==> src/rtl/cpu_pkg.sv <==
// Shared CPU definitions: widths, ex_ctrl bit positions and the memory-stage FSM state type.
package cpu_pkg;

  localparam int unsigned DATA_W = 16;
  localparam int unsigned REG_W  = 4;
  localparam int unsigned CTRL_W = 5;

  // ex_ctrl packing: {halt, regwrite, memtoreg, memwrite, memread}
  localparam int unsigned CTRL_MEMREAD  = 0;
  localparam int unsigned CTRL_MEMWRITE = 1;
  localparam int unsigned CTRL_MEMTOREG = 2;
  localparam int unsigned CTRL_REGWRITE = 3;
  localparam int unsigned CTRL_HALT     = 4;

  typedef enum logic [1:0] {
    IDLE = 2'd0,
    BUSY = 2'd1,
    ERR  = 2'd2
  } mem_state_t;

  // True when the control word requests a data-memory access.
  function automatic logic is_mem_op(input logic [CTRL_W-1:0] ctrl);
    return ctrl[CTRL_MEMREAD] | ctrl[CTRL_MEMWRITE];
  endfunction

endpackage

==> src/rtl/mem_access_stage_if.sv <==
// Data-memory request/acknowledge bus between the MEM stage and data memory.
interface mem_access_stage_if
  import cpu_pkg::*;
();

  logic              mem_req;
  logic              mem_we;
  logic [DATA_W-1:0] mem_addr;
  logic [DATA_W-1:0] mem_wdata;
  logic [DATA_W-1:0] mem_rdata;
  logic              mem_ack;

  modport master (
    output mem_req, mem_we, mem_addr, mem_wdata,
    input  mem_rdata, mem_ack
  );

  modport slave (
    input  mem_req, mem_we, mem_addr, mem_wdata,
    output mem_rdata, mem_ack
  );

endinterface

==> src/rtl/dff.sv <==
// Single-bit register with synchronous active-high reset and load enable.
module dff (
  input  logic clk,
  input  logic rst,
  input  logic en,
  input  logic d,
  output logic q
);

  // Clear on reset, otherwise load when enabled.
  always_ff @(posedge clk) begin
    if (rst) begin
      q <= 1'b0;
    end else if (en) begin
      q <= d;
    end
  end

endmodule

==> src/rtl/dff_16bit.sv <==
// 16-bit register with synchronous active-high reset and load enable.
module dff_16bit (
  input  logic        clk,
  input  logic        rst,
  input  logic        en,
  input  logic [15:0] d,
  output logic [15:0] q
);

  // Clear on reset, otherwise load when enabled.
  always_ff @(posedge clk) begin
    if (rst) begin
      q <= 16'd0;
    end else if (en) begin
      q <= d;
    end
  end

endmodule

==> src/rtl/dff_4bit.sv <==
// 4-bit register with synchronous active-high reset and load enable.
module dff_4bit (
  input  logic       clk,
  input  logic       rst,
  input  logic       en,
  input  logic [3:0] d,
  output logic [3:0] q
);

  // Clear on reset, otherwise load when enabled.
  always_ff @(posedge clk) begin
    if (rst) begin
      q <= 4'd0;
    end else if (en) begin
      q <= d;
    end
  end

endmodule

==> src/rtl/mem_req_fsm.sv <==
// Data-memory request sequencer: owns state, mem_req, stall and the optional timeout.
// Optional feature: define MEM_TIMEOUT_EN to add the BUSY timeout counter and sticky ERR state.
module mem_req_fsm
  import cpu_pkg::*;
#(
  parameter int unsigned TIMEOUT_CYCLES = 15
) (
  input  logic clk,
  input  logic rst,
  input  logic load_mem_op,
  input  logic mem_ack,
  output logic mem_req,
  output logic stall,
  output logic mem_err
);

  localparam int unsigned CNT_W = 16;

  logic [1:0] state_bits_d;
  logic [1:0] state_bits_q;
  mem_state_t state_d;
  mem_state_t state_q;

`ifdef MEM_TIMEOUT_EN
  logic [CNT_W-1:0] cnt_d;
  logic [CNT_W-1:0] cnt_q;
  logic             err_d;
  logic             err_q;
`endif

  assign state_q      = mem_state_t'(state_bits_q);
  assign state_bits_d = state_d;

  // State register.
  for (genvar i = 0; i < 2; i++) begin : g_state
    dff u_state (.clk(clk), .rst(rst), .en(1'b1), .d(state_bits_d[i]), .q(state_bits_q[i]));
  end

`ifdef MEM_TIMEOUT_EN
  // Unacknowledged-BUSY counter and sticky error flag.
  dff_16bit u_cnt (.clk(clk), .rst(rst), .en(1'b1), .d(cnt_d), .q(cnt_q));
  dff       u_err (.clk(clk), .rst(rst), .en(1'b1), .d(err_d), .q(err_q));
  assign mem_err = err_q;
`else
  logic unused_timeout;
  assign unused_timeout = ^TIMEOUT_CYCLES;
  assign mem_err        = 1'b0;
`endif

  // Bus request and upstream hold decoded from the current state; ack releases the hold at once.
  always_comb begin
    mem_req = 1'b0;
    stall   = 1'b0;
    if (state_q == BUSY) begin
      mem_req = 1'b1;
      stall   = ~mem_ack;
    end else if (state_q == ERR) begin
      stall   = 1'b1;
    end
  end

  // Next state: any advancing edge that loads a memory op (re)enters BUSY.
  always_comb begin
    state_d = state_q;
`ifdef MEM_TIMEOUT_EN
    cnt_d   = '0;
    err_d   = err_q;
`endif
    unique case (state_q)
      IDLE: state_d = load_mem_op ? BUSY : IDLE;
      BUSY: begin
        if (mem_ack) begin
          state_d = load_mem_op ? BUSY : IDLE;
        end else begin
`ifdef MEM_TIMEOUT_EN
          if ((32'(cnt_q) + 32'd1) >= TIMEOUT_CYCLES) begin
            state_d = ERR;
            err_d   = 1'b1;
          end else begin
            cnt_d = CNT_W'(cnt_q + CNT_W'(1));
          end
`else
          state_d = BUSY;
`endif
        end
      end
      ERR:     state_d = ERR;
      default: state_d = IDLE;
    endcase
  end

endmodule

==> src/rtl/mem_access_stage.sv <==
// MEM pipeline stage: EX/MEM register, data-memory handshake and MEM/WB register.
// Optional feature: define MEM_TIMEOUT_EN to enable the memory-timeout error path.
module mem_access_stage
  import cpu_pkg::*;
#(
  parameter int unsigned TIMEOUT_CYCLES = 15
) (
  input  logic                  clk,
  input  logic                  rst,
  input  logic                  flush,
  input  logic [DATA_W-1:0]     ex_alu_result,
  input  logic [DATA_W-1:0]     ex_store_data,
  input  logic [REG_W-1:0]      ex_rd,
  input  logic [CTRL_W-1:0]     ex_ctrl,
  output logic                  stall,
  mem_access_stage_if.master    mem,
  output logic [DATA_W-1:0]     wb_data,
  output logic [REG_W-1:0]      wb_rd,
  output logic                  wb_regwrite,
  output logic                  wb_halt,
  output logic                  mem_err
);

  logic              advance;
  logic              load_mem_op;
  logic [DATA_W-1:0] exm_alu_d;
  logic [DATA_W-1:0] exm_alu_q;
  logic [DATA_W-1:0] exm_sd_d;
  logic [DATA_W-1:0] exm_sd_q;
  logic [REG_W-1:0]  exm_rd_d;
  logic [REG_W-1:0]  exm_rd_q;
  logic [CTRL_W-1:0] exm_ctrl_d;
  logic [CTRL_W-1:0] exm_ctrl_q;
  logic [DATA_W-1:0] wb_data_d;
  logic              wb_regwrite_d;
  logic              wb_halt_d;
  logic              unused_memread;

  // Both pipeline registers move only when the stage is not holding.
  always_comb begin
    advance = ~stall;
  end

  // EX/MEM next values; a flush injects a bubble by clearing every control bit.
  always_comb begin
    exm_alu_d   = ex_alu_result;
    exm_sd_d    = ex_store_data;
    exm_rd_d    = ex_rd;
    exm_ctrl_d  = flush ? '0 : ex_ctrl;
    load_mem_op = is_mem_op(exm_ctrl_d);
  end

  // EX/MEM register.
  dff_16bit u_exm_alu (.clk(clk), .rst(rst), .en(advance), .d(exm_alu_d), .q(exm_alu_q));
  dff_16bit u_exm_sd  (.clk(clk), .rst(rst), .en(advance), .d(exm_sd_d),  .q(exm_sd_q));
  dff_4bit  u_exm_rd  (.clk(clk), .rst(rst), .en(advance), .d(exm_rd_d),  .q(exm_rd_q));
  for (genvar i = 0; i < int'(CTRL_W); i++) begin : g_exm_ctrl
    dff u_exm_ctrl (.clk(clk), .rst(rst), .en(advance), .d(exm_ctrl_d[i]), .q(exm_ctrl_q[i]));
  end

  // Request sequencing, stall generation and timeout.
  mem_req_fsm #(
    .TIMEOUT_CYCLES(TIMEOUT_CYCLES)
  ) u_fsm (
    .clk        (clk),
    .rst        (rst),
    .load_mem_op(load_mem_op),
    .mem_ack    (mem.mem_ack),
    .mem_req    (mem.mem_req),
    .stall      (stall),
    .mem_err    (mem_err)
  );

  // Bus payload comes straight from EX/MEM, so it is stable for the whole request.
  assign mem.mem_we    = exm_ctrl_q[CTRL_MEMWRITE];
  assign mem.mem_addr  = exm_alu_q;
  assign mem.mem_wdata = exm_sd_q;

  // memread only matters on entry to BUSY, which is decided from the EX side.
  assign unused_memread = exm_ctrl_q[CTRL_MEMREAD];

  // MEM/WB next values; read data is taken only on the advancing (ack) edge of a load.
  always_comb begin
    wb_data_d     = exm_ctrl_q[CTRL_MEMTOREG] ? mem.mem_rdata : exm_alu_q;
    wb_regwrite_d = exm_ctrl_q[CTRL_REGWRITE];
    wb_halt_d     = exm_ctrl_q[CTRL_HALT];
  end

  // MEM/WB register.
  dff_16bit u_wb_data (.clk(clk), .rst(rst), .en(advance), .d(wb_data_d),     .q(wb_data));
  dff_4bit  u_wb_rd   (.clk(clk), .rst(rst), .en(advance), .d(exm_rd_q),      .q(wb_rd));
  dff       u_wb_rw   (.clk(clk), .rst(rst), .en(advance), .d(wb_regwrite_d), .q(wb_regwrite));
  dff       u_wb_halt (.clk(clk), .rst(rst), .en(advance), .d(wb_halt_d),     .q(wb_halt));

endmodule

==> src/flat_wrapper.sv <==
// flat-port wrapper written by rule: the top's interface ports become plain ports
module mem_access_stage_flat import cpu_pkg::*;
#(
  parameter int unsigned TIMEOUT_CYCLES = 15
)
  (clk, rst, flush, ex_alu_result, ex_store_data, ex_rd, ex_ctrl, stall, wb_data, wb_rd, wb_regwrite, wb_halt, mem_err, mem_mem_req, mem_mem_we, mem_mem_addr, mem_mem_wdata, mem_mem_rdata, mem_mem_ack);
  mem_access_stage_if mem_i ();
  input  logic clk;
  input  logic rst;
  input  logic flush;
  input  logic [DATA_W-1:0] ex_alu_result;
  input  logic [DATA_W-1:0] ex_store_data;
  input  logic [REG_W-1:0] ex_rd;
  input  logic [CTRL_W-1:0] ex_ctrl;
  output logic stall;
  output logic [DATA_W-1:0] wb_data;
  output logic [REG_W-1:0] wb_rd;
  output logic wb_regwrite;
  output logic wb_halt;
  output logic mem_err;
  output wire logic [$bits(mem_i.mem_req)-1:0] mem_mem_req;
  output wire logic [$bits(mem_i.mem_we)-1:0] mem_mem_we;
  output wire logic [$bits(mem_i.mem_addr)-1:0] mem_mem_addr;
  output wire logic [$bits(mem_i.mem_wdata)-1:0] mem_mem_wdata;
  input wire logic [$bits(mem_i.mem_rdata)-1:0] mem_mem_rdata;
  input wire logic [$bits(mem_i.mem_ack)-1:0] mem_mem_ack;
  assign mem_mem_req = mem_i.mem_req;
  assign mem_mem_we = mem_i.mem_we;
  assign mem_mem_addr = mem_i.mem_addr;
  assign mem_mem_wdata = mem_i.mem_wdata;
  assign mem_i.mem_rdata = mem_mem_rdata;
  assign mem_i.mem_ack = mem_mem_ack;
  mem_access_stage #(.TIMEOUT_CYCLES(TIMEOUT_CYCLES)) u_core (.clk(clk), .rst(rst), .flush(flush), .ex_alu_result(ex_alu_result), .ex_store_data(ex_store_data), .ex_rd(ex_rd), .ex_ctrl(ex_ctrl), .stall(stall), .mem(mem_i), .wb_data(wb_data), .wb_rd(wb_rd), .wb_regwrite(wb_regwrite), .wb_halt(wb_halt), .mem_err(mem_err));
endmodule
==> config.mk <==
export PLATFORM = sky130hd
export DESIGN_NAME = mem_access_stage_flat
export DESIGN_NICKNAME = d
export VERILOG_FILES = /design/src/rtl/cpu_pkg.sv /design/src/rtl/mem_access_stage_if.sv /design/src/rtl/dff.sv /design/src/rtl/dff_16bit.sv /design/src/rtl/dff_4bit.sv /design/src/rtl/mem_req_fsm.sv /design/src/rtl/mem_access_stage.sv /design/src/flat_wrapper.sv
export SDC_FILE = /design/constraint.sdc
export NUM_CORES = 1
export LEC_CHECK = 0
export CAP_MARGIN = 25
export CORE_ASPECT_RATIO = 0.9
export CORE_MARGIN = 2
export CORE_UTILIZATION = 46
export CTS_CLUSTER_SIZE = 25
export DETAILED_ROUTE_END_ITERATION = 8
export PLACE_DENSITY_LB_ADDON = 0.25
export SLEW_MARGIN = 30
export SYNTH_ARGS = -nofsm -noshare
export SYNTH_HDL_FRONTEND = slang
export SYNTH_SLANG_ARGS = --single-unit
==> constraint.sdc <==
create_clock -name clk -period 2.8 [get_ports clk]
set_input_delay 0.56 -clock clk [delete_from_list [all_inputs] [get_ports clk]]
set_output_delay 0.56 -clock clk [all_outputs]
set_load 0.05 [all_outputs]
# Yosys cells after proc, flatten, opt, wreduce, memory -nomap -nowiden
# Index checks and enable logic that the tools add are counted.
[op_classes]
eq_ne = 2
mux = 8
bitwise_logic = 2
n_reduce_logical = 1
[ops]
columns = ["cell", "n"]
rows = [
  ["two-way mux 16 bit", 1],
  ["one-hot mux 2 bit (3 select lines)", 1],
  ["two-way mux 1 bit", 5],
  ["two-way mux 5 bit", 1],
  ["== test 2 x 1 -> 1 bit (second input constant)", 1],
  ["== test 2 bit (second input constant)", 1],
  ["logical NOT 2 bit", 1],
  ["inverter 1 bit", 1],
  ["OR 1 bit", 1],
]
[word_totals]
reg_bits = 64
inputBits = 61
out_inout_bits = 58
elab_cells = 26

# Logic depth before layout (Yosys ltp)
# Gate-level depths: netlist of the first run.
[logic_depth]
ltp_word = 5
depth_mapped = 5
mapped_depth_nobuf = 3

# By module
# Synthesis of the first run repeated with hierarchy kept, for this count alone.
[unflattened]
cells_unflattened = 239
hier_area_um2 = 2640.0
[by_module_without_submodules]
columns = ["mod", "instances", "cells_per_inst", "area_per_inst_um2", "seq_area_each_um2"]
rows = [
  ["dff_16bit", 3, 52, 580.6, 320.3],
  ["mem_access_stage", 1, 24, 287.8, 0.0],
  ["dff_4bit", 2, 13, 140.1, 80.1],
  ["dff", 8, 3, 33.8, 20.0],
  ["mem_req_fsm", 1, 9, 60.1, 0.0],
]

# Least setup slack after synthesis of the first run
# No wires, ideal clock.
[synth_timing]
path_type = "input -> output"
from = "input mem_mem_ack"
to = "output stall"
arrival_time_ns = 1.644
t_required_ns = 2.240
setup_slack_ns = 0.596
stages = 5
path_buffers = 2
cell_sequence = "or3b_1 > and2_1 > buf_6 > buf_6 > inv_1"
[synth_via]
elab_chain_len = 2
[synth_rtl]
columns = ["element", "line", "rtl"]
rows = [
  ["from (decl)", "flat_wrapper.sv:26", "input wire logic [$bits(mem_i.mem_ack)-1:0] mem_mem_ack;"],
  ["inverter 1 bit", "mem_req_fsm.sv:56", "stall = ~mem_ack;"],
  ["two-way mux 1 bit", "mem_req_fsm.sv:54", "if (state_q == BUSY) begin"],
  ["to (decl)", "flat_wrapper.sv:15", "output logic stall;"],
]
# No other way between the ends.

# Worst setup path after layout of the first run
# Same ends and word-level chain as after synthesis.

==> impl_metrics.csv, run 1 <==
group,metric,value,unit
drt,first_pass_iters,4,
global_route,overflow,0,
placement,dp_hpwl,4490,um
synthesis,seq_area_frac_synth,0.445,
timing,min_period,2.46,ns
cells_and_area,drive_gt1_frac,0.0985,
timing,post-route-period-util,0.878,
power,switchingPower,680,uW
floorplanning,core_area,0.00608,mm^2
cells_and_area,fin_nets,454,
clocking,cts_tree,"built",
drt,vias,2539,
timing,worst_slew_margin_rel,0.524,
floorplanning,die_area,0.00691,mm^2
critical_path,crit_chain,"clkdlybuf4s50_1, or3b_2, and2_2, inv_1, buf_12",
timing,hold_violations,0,
synthesis,synth_flop_cell,"dfxtp_1",
timing,slew_viol_final,0,
placement,dp_cells,454,
cells_and_area,fin_cells,468,
power,power_density,544,mW/mm^2
global_route,track_usage,0.208,
timing,timing.fmax,0.407,GHz
power,internal_power,1600,uW
timing,finalSetupTns,0,ns
clocking,clkTransAtPathRegs,0.06,ns
synthesis,synth_warnings,0,
floorplanning,die_x,87.4,um
critical_path,required,2.24,ns
global_route,grt_pass1_wl,11400,um
synthesis,async_flop_share,0,
synthesis,postSynthCellCount,292,
power,irDropWorstVdd,0.000367,V
critical_path,max_stage_delay,0.46,ns
cells_and_area,fill_cells,499,
global_route,grt_max_degree,63,
drt,ant_nets,0,
timing,setup_violations,0,
power,total_power,2280,uW
floorplanning,initial_core_util,0.473,
global_route,antenna_found_initial,0,
floorplanning,io_pins,119,
clocking,cts_buffers,9,
placement,io_buffers,117,
clocking,cts_sinks,64,
drt,dr.first_iter.drc_count,117,
clocking,worstSkewPairLatency,0.33,ns
clocking,hold_buffers,0,
clocking,clockBufferDepth,2,
drt,drc,0,
synthesis,synth_edf_count,0,
timing,skew,0.00880,ns
drt,viasPerCell,5.43,
clocking,cts-root-buf,"clkbuf_8",
power,p_leak,0.00150,uW
critical_path,crit_arrival,1.90,ns
critical_path,critPathCaptureType,"primary output",
placement,routabilityCongestion,0.742,
power,p_clk_frac,0.310,
power,seqPwrFrac,0.441,
floorplanning,die_y,79.0,um
synthesis,synthesis.nets,353,
global_route,first_global_vias,2341,
critical_path,critPathSlowestCell,"or3b_2",
status,status,"complete, no violations",
synthesis,synth_cell_types,22,
clocking,cts_resized,0,
critical_path,startpoint_type,"input port",
critical_path,critical_path_class,"in2out",
cells_and_area,diodes,0,
cells_and_area,area_growth,45.7,%
synthesis,synth-seq-cells,64,
power,share_comb_of_total_power,0.249,
clocking,h-tree-depth,3,
flow_run,cap_viol_max_count,0,
critical_path,cp_max_fo,2,
timing,tightest_slew,0.713,ns
timing,rsz0062_at_grt,"false",
synthesis,netlist_area,0.00288,mm^2
drt,drt_wl_total,7270,um
synthesis,postSynthAreaPerCell,9.86,um^2
min_path,hold_path.class,"reg2reg",
clocking,cts_setup_buffers,0,
floorplanning,num_rows,27,
power,swShare,0.298,
drt,avgRoutedWirePerCell,15.5,um
==> critical path: cells and delay by family <==
kind / cells / cell delay, ns
and+or+nand+nor: 2 / 0.67
buffers and inverters: 3 / 0.66
==> power by group through the flow <==
stage | registers [uW] | clock network [uW] | logic, uW
6_report | 1010 | 707 | 568
5_1_grt | 1010 | 757 | 597
4_1_cts | 1010 | 728 | 570
3_5_place_dp | 1030 | 0 | 568
3_3_place_gp | 1020 | 0 | 563
2_1_floorplan | 1210 | 0 | 165
==> final cells by class <==
type                       count  area (um^2)  area share
tap                           72         90.1      0.0215
clock buffer                  14          173      0.0412
timing repair buffer         123         1230       0.294
inverter                       2         7.51     0.00179
multi-input combinational    193         1410       0.336
sequential                    64         1280       0.306
==> metal layers <==
| layer | wire [um] | vias up | track usage |
|---|---|---|---|
| met3 | 531 | 8 | 0.0769 |
| li1 | - | 1242 | - |
| met4 | 63 | 0 | 0.0846 |
| met1 | 3350 | 1208 | 0.272 |
| met2 | 3320 | 81 | 0.310 |
| met5 | 0 | - | 0 |
==> Yosys cell counts (all sizes together), types with 2 or more instances <==
| library cell | n | area share |
|---|---|---|
| nor3b | 4 | 0.010 |
| nand2b | 47 | 0.10 |
| buf | 18 | 0.045 |
| clkbuf | 15 | 0.020 |
| inv | 2 | 0.0026 |
| nand3 | 3 | 0.0052 |
| o21ai | 39 | 0.068 |
| dfxtp | 64 | 0.45 |
| nor2 | 4 | 0.0052 |
| a21oi | 16 | 0.028 |
| nand4b | 36 | 0.11 |
| mux2i | 23 | 0.080 |
| a211oi | 16 | 0.070 |
==> registers in the layout, summed over array words and instances (netlist names) <==
register / count
u_core.u_wb_data.q: 16
u_core.u_exm_alu.q: 16
u_core.u_exm_sd.q: 16
u_core.u_fsm.g_state.u_state.q: 2
u_core.u_wb_rw.q: 1
u_core.g_exm_ctrl.u_exm_ctrl.q: 4
u_core.u_wb_rd.q: 4
u_core.u_wb_halt.q: 1
u_core.u_exm_rd.q: 4
==> through the flow <==
step           area, um^2  utilization  hold slack [ns]  worst slack (ns)
3_5_place_dp         4020        0.661            0.464             0.345
6_report             4190        0.690            0.470             0.342
2_1_floorplan        2880            -            0.438             0.596
4_1_cts              4190        0.690            0.477             0.334
3_3_place_gp         4020        0.661            0.450             0.371
5_1_grt              4190        0.690            0.495             0.307
==> path summary, 6_finish.rpt <==
path                                                        start                           endpoint  slack [ns]  cells after the start
worst min-delay path            u_core.g_exm_ctrl[2].u_exm_ctrl.q  u_core.g_exm_ctrl[2].u_exm_ctrl.q        0.47                      2
worst max-delay path                                  mem_mem_ack                              stall        0.34                      5
worst max register to register  u_core.u_fsm.g_state[1].u_state.q                u_core.u_wb_rd.q[1]        1.05                      4
worst min register to register  u_core.g_exm_ctrl[2].u_exm_ctrl.q  u_core.g_exm_ctrl[2].u_exm_ctrl.q        0.47                      2
==> cells by family after synthesis <==
family,after synthesis,synth area share
flip-flops,64,0.445
AO/OA/AOI/OAI,72,0.167
other,1,0.00130
multiplexers,23,0.0800
AND/OR/NAND/NOR,97,0.239
buffers and inverters,35,0.0670
==> layout by cell type (no fill, tap or decap) <==
cell,n
a211oi_2,16
a21oi_1,16
and2_2,1
buf_12,2
buf_2,1
buf_4,5
clkbuf_1,2
clkbuf_8,12
clkdlybuf4s50_1,115
conb_1,1
dfxtp_1,64
inv_1,2
mux2i_1,23
nand2_1,1
nand2b_1,46
nand2b_2,1
nand3_1,3
nand4b_1,36
nor2_1,4
nor3b_1,4
o21ai_0,36
o21ai_1,3
o22ai_1,1
or3b_2,1
Note: power is estimated with default switching activity, not from simulation.
==> run 2: changes to the inputs <==
ABC_AREA = 1   (was default)
CORE_UTILIZATION = 47   (was 46)
CTS_CLUSTER_SIZE = 12   (was 25)
==> impl_metrics.csv, run 2 <==
group,metric,value,unit
synthesis,synth_most_common_cell,"nand2_1",
floorplanning,die_area,0.00701,mm^2
synthesis,netlist_top_cells_area,"dfxtp_1 43%, nand2_1 12%, nand3b_1 11%",
power,power_density,552,mW/mm^2
status,status,"complete, no violations",
critical_path,critPathCaptureType,"primary output",
floorplanning,io_pins,119,
power,p_leak,0.00188,uW
critical_path,critPathSlowestCell,"clkdlybuf4s50_1",
clocking,cts_setup_buffers,0,
synthesis,async_flop_share,0,
synthesis,synth_compound_area_frac,0.108,
synthesis,synthAdderAreaFrac,0,
clocking,clockBufferDepth,2,
synthesis,synthSimpleGateAreaFrac,0.344,
power,share_comb_of_total_power,0.257,
power,internal_power,1640,uW
critical_path,r2r_start,"u_core.u_fsm.g_state[0].u_state.q",
critical_path,r2r_cells,6,
power,p_clk_frac,0.311,
drt,avgRoutedWirePerCell,11.4,um
synthesis,synthesis.nets,487,
timing,min_period,2.28,ns
clocking,hold_buffers,0,
timing,timing.fmax,0.439,GHz
synthesis,synth-seq-cells,64,
critical_path,max_stage_delay,0.82,ns
clocking,cts_resized,0,
clocking,cts_tree,"built",
synthesis,synth_flop_cell,"dfxtp_1",
critical_path,critPathTopFamily,"buffers and inverters",
synthesis,synth_warnings,0,
synthesis,synth_xor_area_frac,0,
timing,hold_violations,0,
placement,dp_hpwl,4680,um
floorplanning,die_x,88.0,um
timing,worst_slew_margin_rel,0.370,
critical_path,cp_max_fo,2,
placement,routabilityCongestion,0.812,
power,seqPwrFrac,0.432,
timing,finalSetupTns,0,ns
critical_path,startpoint_type,"flip-flop",
timing,holdWs,0.472,ns
drt,dr.first_iter.drc_count,129,
floorplanning,num_rows,27,
critical_path,cp.depth,3,
clocking,h-tree-depth,3,
timing,tightest_slew,0.944,ns
placement,io_buffers,117,
synthesis,postSynthCellCount,426,
global_route,antenna_found_initial,0,
drt,drt_wl_total,7070,um
cells_and_area,area_growth,44.0,%
critical_path,crit_arrival,1.72,ns
clocking,worstSkewPairLatency,0.33,ns
clocking,clkTransAtPathRegs,0.07,ns
timing,slew_viol_final,0,
power,irDropWorstVdd,0.000308,V
drt,vias,2898,
global_route,overflow,0,
cells_and_area,top_regs,"u_core.u_exm_alu.q (16), u_core.u_exm_sd.q (16), u_core.u_wb_data.q (16)",
global_route,grt_pass1_wl,11100,um
cells_and_area,fin_nets,587,
synthesis,synth_top_family_by_area,"simple AND/OR/NAND/NOR gates",
synthesis,netlist_area,0.00299,mm^2
critical_path,r2r_slack,1.16,ns
cells_and_area,fin_util,0.703,
clocking,cts_buffers,9,
global_route,first_global_vias,2532,
critical_path,critical_path_class,"reg2out",
drt,ant_nets,0,
timing,skew,0.00780,ns
synthesis,synth.mux.area_fraction,0,
global_route,grt_max_degree,94,
synthesis,seq_area_frac_synth,0.429,
critical_path,crit_chain,"inv_2, nor2_1, clkdlybuf4s50_1",
drt,drc,0,
timing,rsz0062_at_grt,"false",
clocking,cts_sinks,64,
drt,viasPerCell,4.69,
critical_path,cp_num_buf_inv,2,
critical_path,required,2.24,ns
timing,post-route-period-util,0.813,
synthesis,yosys.area.top_type,"dfxtp_1",
synthesis,synth_top_area_frac,0.429,
floorplanning,core_area,0.00611,mm^2
critical_path,crit_start,"u_core.u_fsm.g_state[0].u_state.q",
min_path,hold_path.class,"reg2reg",
floorplanning,die_y,79.6,um
flow_run,cap_viol_max_count,0,
floorplanning,initial_core_util,0.488,
cells_and_area,final_cell_mix,"116 x clkdlybuf4s50_1, 98 x nand2_1, 80 x nor2_1, 64 x dfxtp_1, 47 x a21oi_1",
power,switchingPower,737,uW
synthesis,synth_edf_count,0,
cells_and_area,final_common_cell,"clkdlybuf4s50_1",
placement,pre_cts_ws,0.726,ns
global_route,track_usage,0.202,
critical_path,crit_end,"mem_mem_req",
power,swShare,0.311,
drt,first_pass_iters,4,
timing,fin_ws,0.524,ns
critical_path,r2r-end,"u_core.u_exm_alu.q[4]",
synthesis,postSynthAreaPerCell,7.01,um^2
power,total_power,2370,uW
cells_and_area,diodes,0,
clocking,cts-root-buf,"clkbuf_8",
synthesis,ys_top_cells_by_count,"98 x nand2_1, 80 x nor2_1, 64 x dfxtp_1",
cells_and_area,drive_gt1_frac,0.0471,
timing,setup_violations,0,
synthesis,synth_cell_types,18,
## run 2: cell types whose count changed in the layout (fill, tap and decap cells not counted), sizes merged, moves of 31 or more
cell / before / now
nor2: 4 / 80
inv: 2 / 37
nand3b: 0 / 42
nand4b: 36 / 0
nand2b: 47 / 0
nand2: 1 / 100
a21oi: 16 / 47
## run 2: cells by family (layout without fill, tap and decap cells)
group / Yosys count / in the layout
buffers and inverters: 70 / 175
flip-flops: 64 / 64
AND/OR/NAND/NOR: 227 / 227
other: 1 / 1
AO/OA/AOI/OAI: 64 / 64
## run 2: worst min-delay path by stage
stage / from / end / slack (ns) / depth (start not counted)
2_1_floorplan: u_core.g_exm_ctrl[3].u_exm_ctrl.q / u_core.g_exm_ctrl[3].u_exm_ctrl.q / 0.44 / 2
3_3_place_gp: u_core.u_exm_rd.q[1] / u_core.u_exm_rd.q[1] / 0.45 / 2
3_5_place_dp: u_core.u_exm_rd.q[0] / u_core.u_exm_rd.q[0] / 0.46 / 2
4_1_cts: u_core.u_exm_rd.q[0] / u_core.u_exm_rd.q[0] / 0.48 / 2
5_1_grt: u_core.u_exm_rd.q[0] / u_core.u_exm_rd.q[0] / 0.50 / 2
6_report: u_core.u_exm_rd.q[0] / u_core.u_exm_rd.q[0] / 0.47 / 2
## run 2: area by class of cell
| type | instances | area (um^2) |
|---|---|---|
| well taps | 87 | 109 |
| inverters | 37 | 139 |
| repair buffers | 122 | 1230 |
| clock buffers | 12 | 135 |
| multi-input cells | 292 | 1360 |
| flip-flops and latches | 64 | 1280 |
| clock inverters | 4 | 45.0 |
| fillers | 544 | 1810 |
## run 2: power by group through the flow
stage	Clock, uW	Combinational, uW	Sequential (uW)
after global routing	796	655	1030
after global placement	0	605	1040
after detailed placement	0	612	1040
final	737	611	1020
after floorplan	0	186	1240
after CTS	763	615	1020
## run 2: tightest hold or removal path, stage by stage (launching register included)
cell	delay, ns
dfxtp_1	0.32
a21oi_1	0.04
nor2_1	0.08
## run 2: metrics by stage
stage / area (um^2) / instances
finish: 4300 / 618
global placement: 4120 / 602
floorplan: 2990 / 426
global route: 4300 / 618
detailed placement: 4120 / 602
CTS: 4300 / 618
## run 2: metal layers
metal	vias up	track usage	part of all wire
met4	0	0.0803	0.013
li1	1525	-	-
met3	8	0.0858	0.078
met1	1283	0.241	0.44
met2	82	0.321	0.46
met5	-	0	0
==> run 3: changes to the inputs <==
CORE_UTILIZATION = 43   (was 47)
clock period = 2.3 ns   (was 2.8 ns; I/O delays follow)
==> impl_metrics.csv, run 3 (same netlist as run 2, synthesis figures left out) <==
group,metric,value,unit
timing,worst_slew_margin_rel,0.642,
global_route,overflow,0,
timing,tightest_slew,0.536,ns
cells_and_area,fin_util,0.651,
clocking,hold_buffers,0,
drt,drc,0,
critical_path,critPathCaptureType,"primary output",
timing,skew,0.00640,ns
global_route,grt_max_degree,56,
floorplanning,die_y,83.0,um
critical_path,r2r-end,"u_core.u_exm_alu.q[0]",
global_route,first_global_vias,2626,
clocking,cts-root-buf,"clkbuf_8",
floorplanning,die_x,91.8,um
critical_path,critPathSlowestCell,"clkdlybuf4s50_1",
placement,io_buffers,117,
floorplanning,num_rows,28,
critical_path,critPathTopFamily,"buffers and inverters",
placement,dp_hpwl,4860,um
critical_path,cp_num_buf_inv,2,
critical_path,r2r_start,"u_core.u_fsm.g_state[0].u_state.q",
power,p_clk_frac,0.311,
critical_path,crit_chain,"inv_2, nor2_1, clkdlybuf4s50_1",
critical_path,r2r_slack,0.97,ns
cells_and_area,final_common_cell,"clkdlybuf4s50_1",
critical_path,cp_max_fo,2,
floorplanning,core_area,0.00666,mm^2
clocking,h-tree-depth,3,
critical_path,crit_start,"u_core.u_fsm.g_state[0].u_state.q",
status,status,"complete, no violations",
min_path,hp-start,"u_core.u_exm_rd.q[1]",
timing,hold_violations,0,
global_route,grt_pass1_wl,12100,um
clocking,worstSkewPairLatency,0.33,ns
clocking,clockBufferDepth,2,
flow_run,cap_viol_max_count,0,
global_route,gr-usage-met3,0.0690,
cells_and_area,diodes,0,
timing,rsz0062_at_grt,"false",
floorplanning,io_pins,119,
drt,ant_nets,0,
clocking,clkTransAtPathRegs,0.07,ns
cells_and_area,drive_gt1_frac,0.0542,
clocking,cts_sinks,64,
power,seqPwrFrac,0.429,
cells_and_area,top_regs,"u_core.u_exm_alu.q (16), u_core.u_exm_sd.q (16), u_core.u_wb_data.q (16)",
placement,routabilityCongestion,0.791,
critical_path,startpoint_type,"flip-flop",
drt,vias,2823,
cells_and_area,area_growth,45.2,%
timing,setup_violations,0,
power,internal_power,1990,uW
critical_path,crit_end,"mem_mem_req",
global_route,use_met1,0.243,
drt,viasPerCell,4.52,
global_route,met2_usage,0.298,
drt,first_pass_iters,4,
floorplanning,die_area,0.00763,mm^2
critical_path,critical_path_class,"reg2out",
drt,dr.first_iter.drc_count,72,
critical_path,cp.depth,3,
timing,min_period,2.15,ns
timing,slew_viol_final,0,
timing,finalSetupTns,0,ns
power,power_density,667,mW/mm^2
power,p_leak,0.00190,uW
cells_and_area,fin_nets,591,
critical_path,required,1.84,ns
clocking,cts_buffers,9,
drt,avgRoutedWirePerCell,11.5,um
critical_path,r2r_cells,6,
critical_path,crit_arrival,1.69,ns
clocking,cts_setup_buffers,0,
global_route,track_usage,0.191,
power,swShare,0.311,
global_route,busiest_layer,"met2",
drt,drt_wl_total,7170,um
cells_and_area,final_cell_mix,"116 x clkdlybuf4s50_1, 98 x nand2_1, 80 x nor2_1, 64 x dfxtp_1, 47 x a21oi_1",
power,switchingPower,898,uW
clocking,cts_tree,"built",
timing,post-route-period-util,0.936,
global_route,antenna_found_initial,0,
power,irDropWorstVdd,0.000411,V
clocking,cts_resized,0,
critical_path,max_stage_delay,0.83,ns
min_path,whs_path_depth,2,
power,share_comb_of_total_power,0.260,
min_path,hold_path.class,"reg2reg",
timing,timing.fmax,0.465,GHz
floorplanning,initial_core_util,0.448,
run 3: cell types whose count changed in the layout (fill, tap and decap cells not counted):
cell / delta
buf_4: +4
run 3: power by group through the flow:
stage | Sequential, uW | Clock, uW | Combinational, uW
2_1_floorplan | 1510 | 0 | 226
3_3_place_gp | 1260 | 0 | 746
3_5_place_dp | 1270 | 0 | 753
4_1_cts | 1240 | 934 | 756
5_1_grt | 1250 | 984 | 808
6_report | 1240 | 900 | 751
run 3: worst reg2reg max path, delay by kind of cell (launching register included):
family                 cells  cell delay, ns
buffers and inverters      2            0.44
flip-flops                 1            0.38
AND/OR/NAND/NOR            4            0.40
run 3: stage by stage:
stage / hold WS (ns) / area, um^2 / setup slack, ns / total power (uW) / cells
floorplan: 0.443 / 2990 / 0.797 / 1740 / 426
global placement: 0.450 / 4150 / 0.452 / 2010 / 609
detailed placement: 0.461 / 4150 / 0.447 / 2020 / 609
CTS: 0.478 / 4330 / 0.114 / 2930 / 625
global route: 0.510 / 4330 / 0.0217 / 3040 / 625
finish: 0.474 / 4330 / 0.148 / 2890 / 625
run 3: area by class of cell:
class | count | area [um^2]
Clock buffer | 12 | 135
Timing Repair Buffer | 126 | 1260
Multi-Input combinational cell | 292 | 1360
Fill cell | 585 | 2320
Sequential cell | 64 | 1280
Clock inverter | 4 | 45.0
Inverter | 37 | 139
Tap cell | 90 | 113
run 3: worst min-delay path by stage:
stage / to / slack [ns]
2_1_floorplan: u_core.g_exm_ctrl[3].u_exm_ctrl.q / 0.44
3_3_place_gp: u_core.u_exm_rd.q[2] / 0.45
3_5_place_dp: u_core.u_exm_rd.q[1] / 0.46
4_1_cts: u_core.u_exm_rd.q[1] / 0.48
5_1_grt: u_core.u_exm_rd.q[1] / 0.51
6_report: u_core.u_exm_rd.q[1] / 0.47
run 3: per-layer routing:
metal,up-vias,share of wire
met5,-,0
met4,0,0.017
met3,11,0.072
met2,77,0.45
met1,1194,0.46
li1,1541,-
==> variant: new RTL, flow settings as in run 1 <==
Add a define of `MEM_TIMEOUT_EN`.
--- a/src/rtl/mem_req_fsm.sv
+++ b/src/rtl/mem_req_fsm.sv
@@ -1,5 +1,7 @@
 // Data-memory request sequencer: owns state, mem_req, stall and the optional timeout.
 // Optional feature: define MEM_TIMEOUT_EN to add the BUSY timeout counter and sticky ERR state.
+`define MEM_TIMEOUT_EN
+
 module mem_req_fsm
   import cpu_pkg::*;
 #(
Check against the original RTL: same outputs for any inputs over 10 cycles, from zero or initial values and one cycle with rst high; that may be too few to reach the edited logic, so the function may still have changed.
==> variant against run 1 <==
Sequential cell count increased by 17; via count grew 12%; design area up 9.3%; wire length up 4.8%; critical path depth increased by 2; area after synthesis up 6.9%; worst setup slack lost 0.054 ns; total power increased by 20%; die area up 6.5%; highest routed layer unchanged.
==> variant: results (changes against run 1) <==
min_path:
  worstHoldStart: "u_core.u_wb_rw.q"
final_layout:
  fillCellCount: 519  # +4.0%
  drive_gt1_frac: 0.0556  # -0.0429
  fin_nets: 544  # +20%
setup_path:
  ff2ff_path_depth: 7  # +3
  setup.worst_path.end: "u_core.u_fsm.g_state[0].u_state.q"
  cp_max_fo: 8  # +6
  arrival_ns: 2.75  # +0.85 ns
placed_design:
  dpl_cell_area_sq_mm: 0.00439  # +9.1%
  place_ws_ns: 0.307  # -0.0386 ns
  dpl.hpwl_microns: 5270  # +17%
  port_buffers: 118  # +0.85%
  gp_congestion: 0.734  # -1.1%
pwr:
  p_leak_nw: 1.77  # +18%
  vdd_drop_max_uv: 518  # +41%
cts:
  cts.reportedPaths.clkPinSlew_ns: 0.08  # +0.02 ns
  post_cts_buffers: 0  # unchanged
route:
  wl_per_cell_microns: 13.2  # -15%
  first_iter_violations: 147  # +26%
  vias_per_cell: 4.94  # -8.9%
run_status:
  status: "finished, final reports clean"
logic_synthesis:
  synth_area_leaders: "dfxtp_1 (53%), nand2_1 (11%), a21oi_1 (8.1%)"
  ys_seq_area_frac: 0.527  # +0.0820
  netlist_top_cells_count: "nand2_1 (90), dfxtp_1 (81), a21oi_1 (50)"
  synth_top_flop_cell: "dfxtp_1"
grt:
  grt_pass1_wl_microns: 12100  # +6.5%
  grt_pass1_vias: 2653  # +13%
  grt_usage: 0.205  # -0.00360
  grt_use_met3: 0.0789  # +0.00198
  grt_max_degree: 80  # +27%
  met2_usage: 0.344  # +0.0338
  use_met1: 0.244  # -0.0275
timing:
  max_slew_margin: 0.610  # +0.0856
  finClkSkew_ns: 0.00975  # +0.000942 ns
  fin_ws_ns: 0.288  # -0.0544 ns
-- variant: cell types whose count changed in the layout (fill, tap and decap cells not counted), sizes merged, moves of 5 or more --
cell,delta
nand4b,-35
mux2i,-5
o21ai,-38
conb,+11
nand3b,+5
nand2b,-45
a21oi,+35
nand2,+89
nor2,+22
nor3,+6
inv,+6
dfxtp,+17
-- variant: cell type report --
class,count,share of cell area
multi-input cells,260,0.305
inverters,7,0.00573
clock buffers,10,0.0279
clock inverters,6,0.0147
repair buffers,122,0.268
flip-flops and latches,81,0.354
well taps,90,0.0246
-- variant: cell families (layout without fill, tap and decap cells) --
family,count (synthesis),count (layout),synth area share
and+or+nand+nor,147,147,0.209
DFF,81,81,0.527
xor gates and xnor gates,4,4,0.0114
buffers and inverters,29,145,0.0354
adders and majority gates,2,2,0.00814
other,1,12,0.00122
muxes,18,18,0.0586
AOI/OAI and AO/OA,77,77,0.149
-- variant: worst min-delay path by stage --
| stage | to | slack [ns] | cells past startpoint |
|---|---|---|---|
| CTS | u_core.u_exm_sd.q[12] | 0.46 | 2 |
| floorplan | u_core.g_exm_ctrl[3].u_exm_ctrl.q | 0.43 | 2 |
| finish | u_core.u_wb_rw.q | 0.46 | 2 |
| detailed placement | u_core.u_exm_rd.q[1] | 0.45 | 2 |
| global placement | u_core.u_wb_halt.q | 0.44 | 2 |
| global route | u_core.u_wb_rd.q[0] | 0.47 | 2 |
-- variant: routing by layer --
layer  share of wire  wire, microns
met2            0.47           3600
met3           0.085            645
met4          0.0081             62
met1            0.43           3310
met5               0              0
-- variant: worst max-delay path: stages (launching register included) --
cell	delay, ns
dfxtp_1	0.46
ha_1	0.25
nand3_1	0.15
nor3_1	0.27
xor2_1	0.11
or4_4	0.50
or4b_4	0.59
o41ai_1	0.08
-- variant: power breakdown --
group          switching, mW  internal, mW  total (mW)
Combinational          0.372         0.240       0.612
Sequential            0.0484          1.23        1.28
Clock                  0.424         0.415       0.839
-- variant: per-stage QoR --
step	hold WS, ns	instances	utilization
after detailed placement	0.447	560	0.673
after floorplan	0.432	370	-
after global routing	0.473	576	0.703
after CTS	0.459	576	0.703
after global placement	0.436	560	0.673
final	0.455	576	0.703
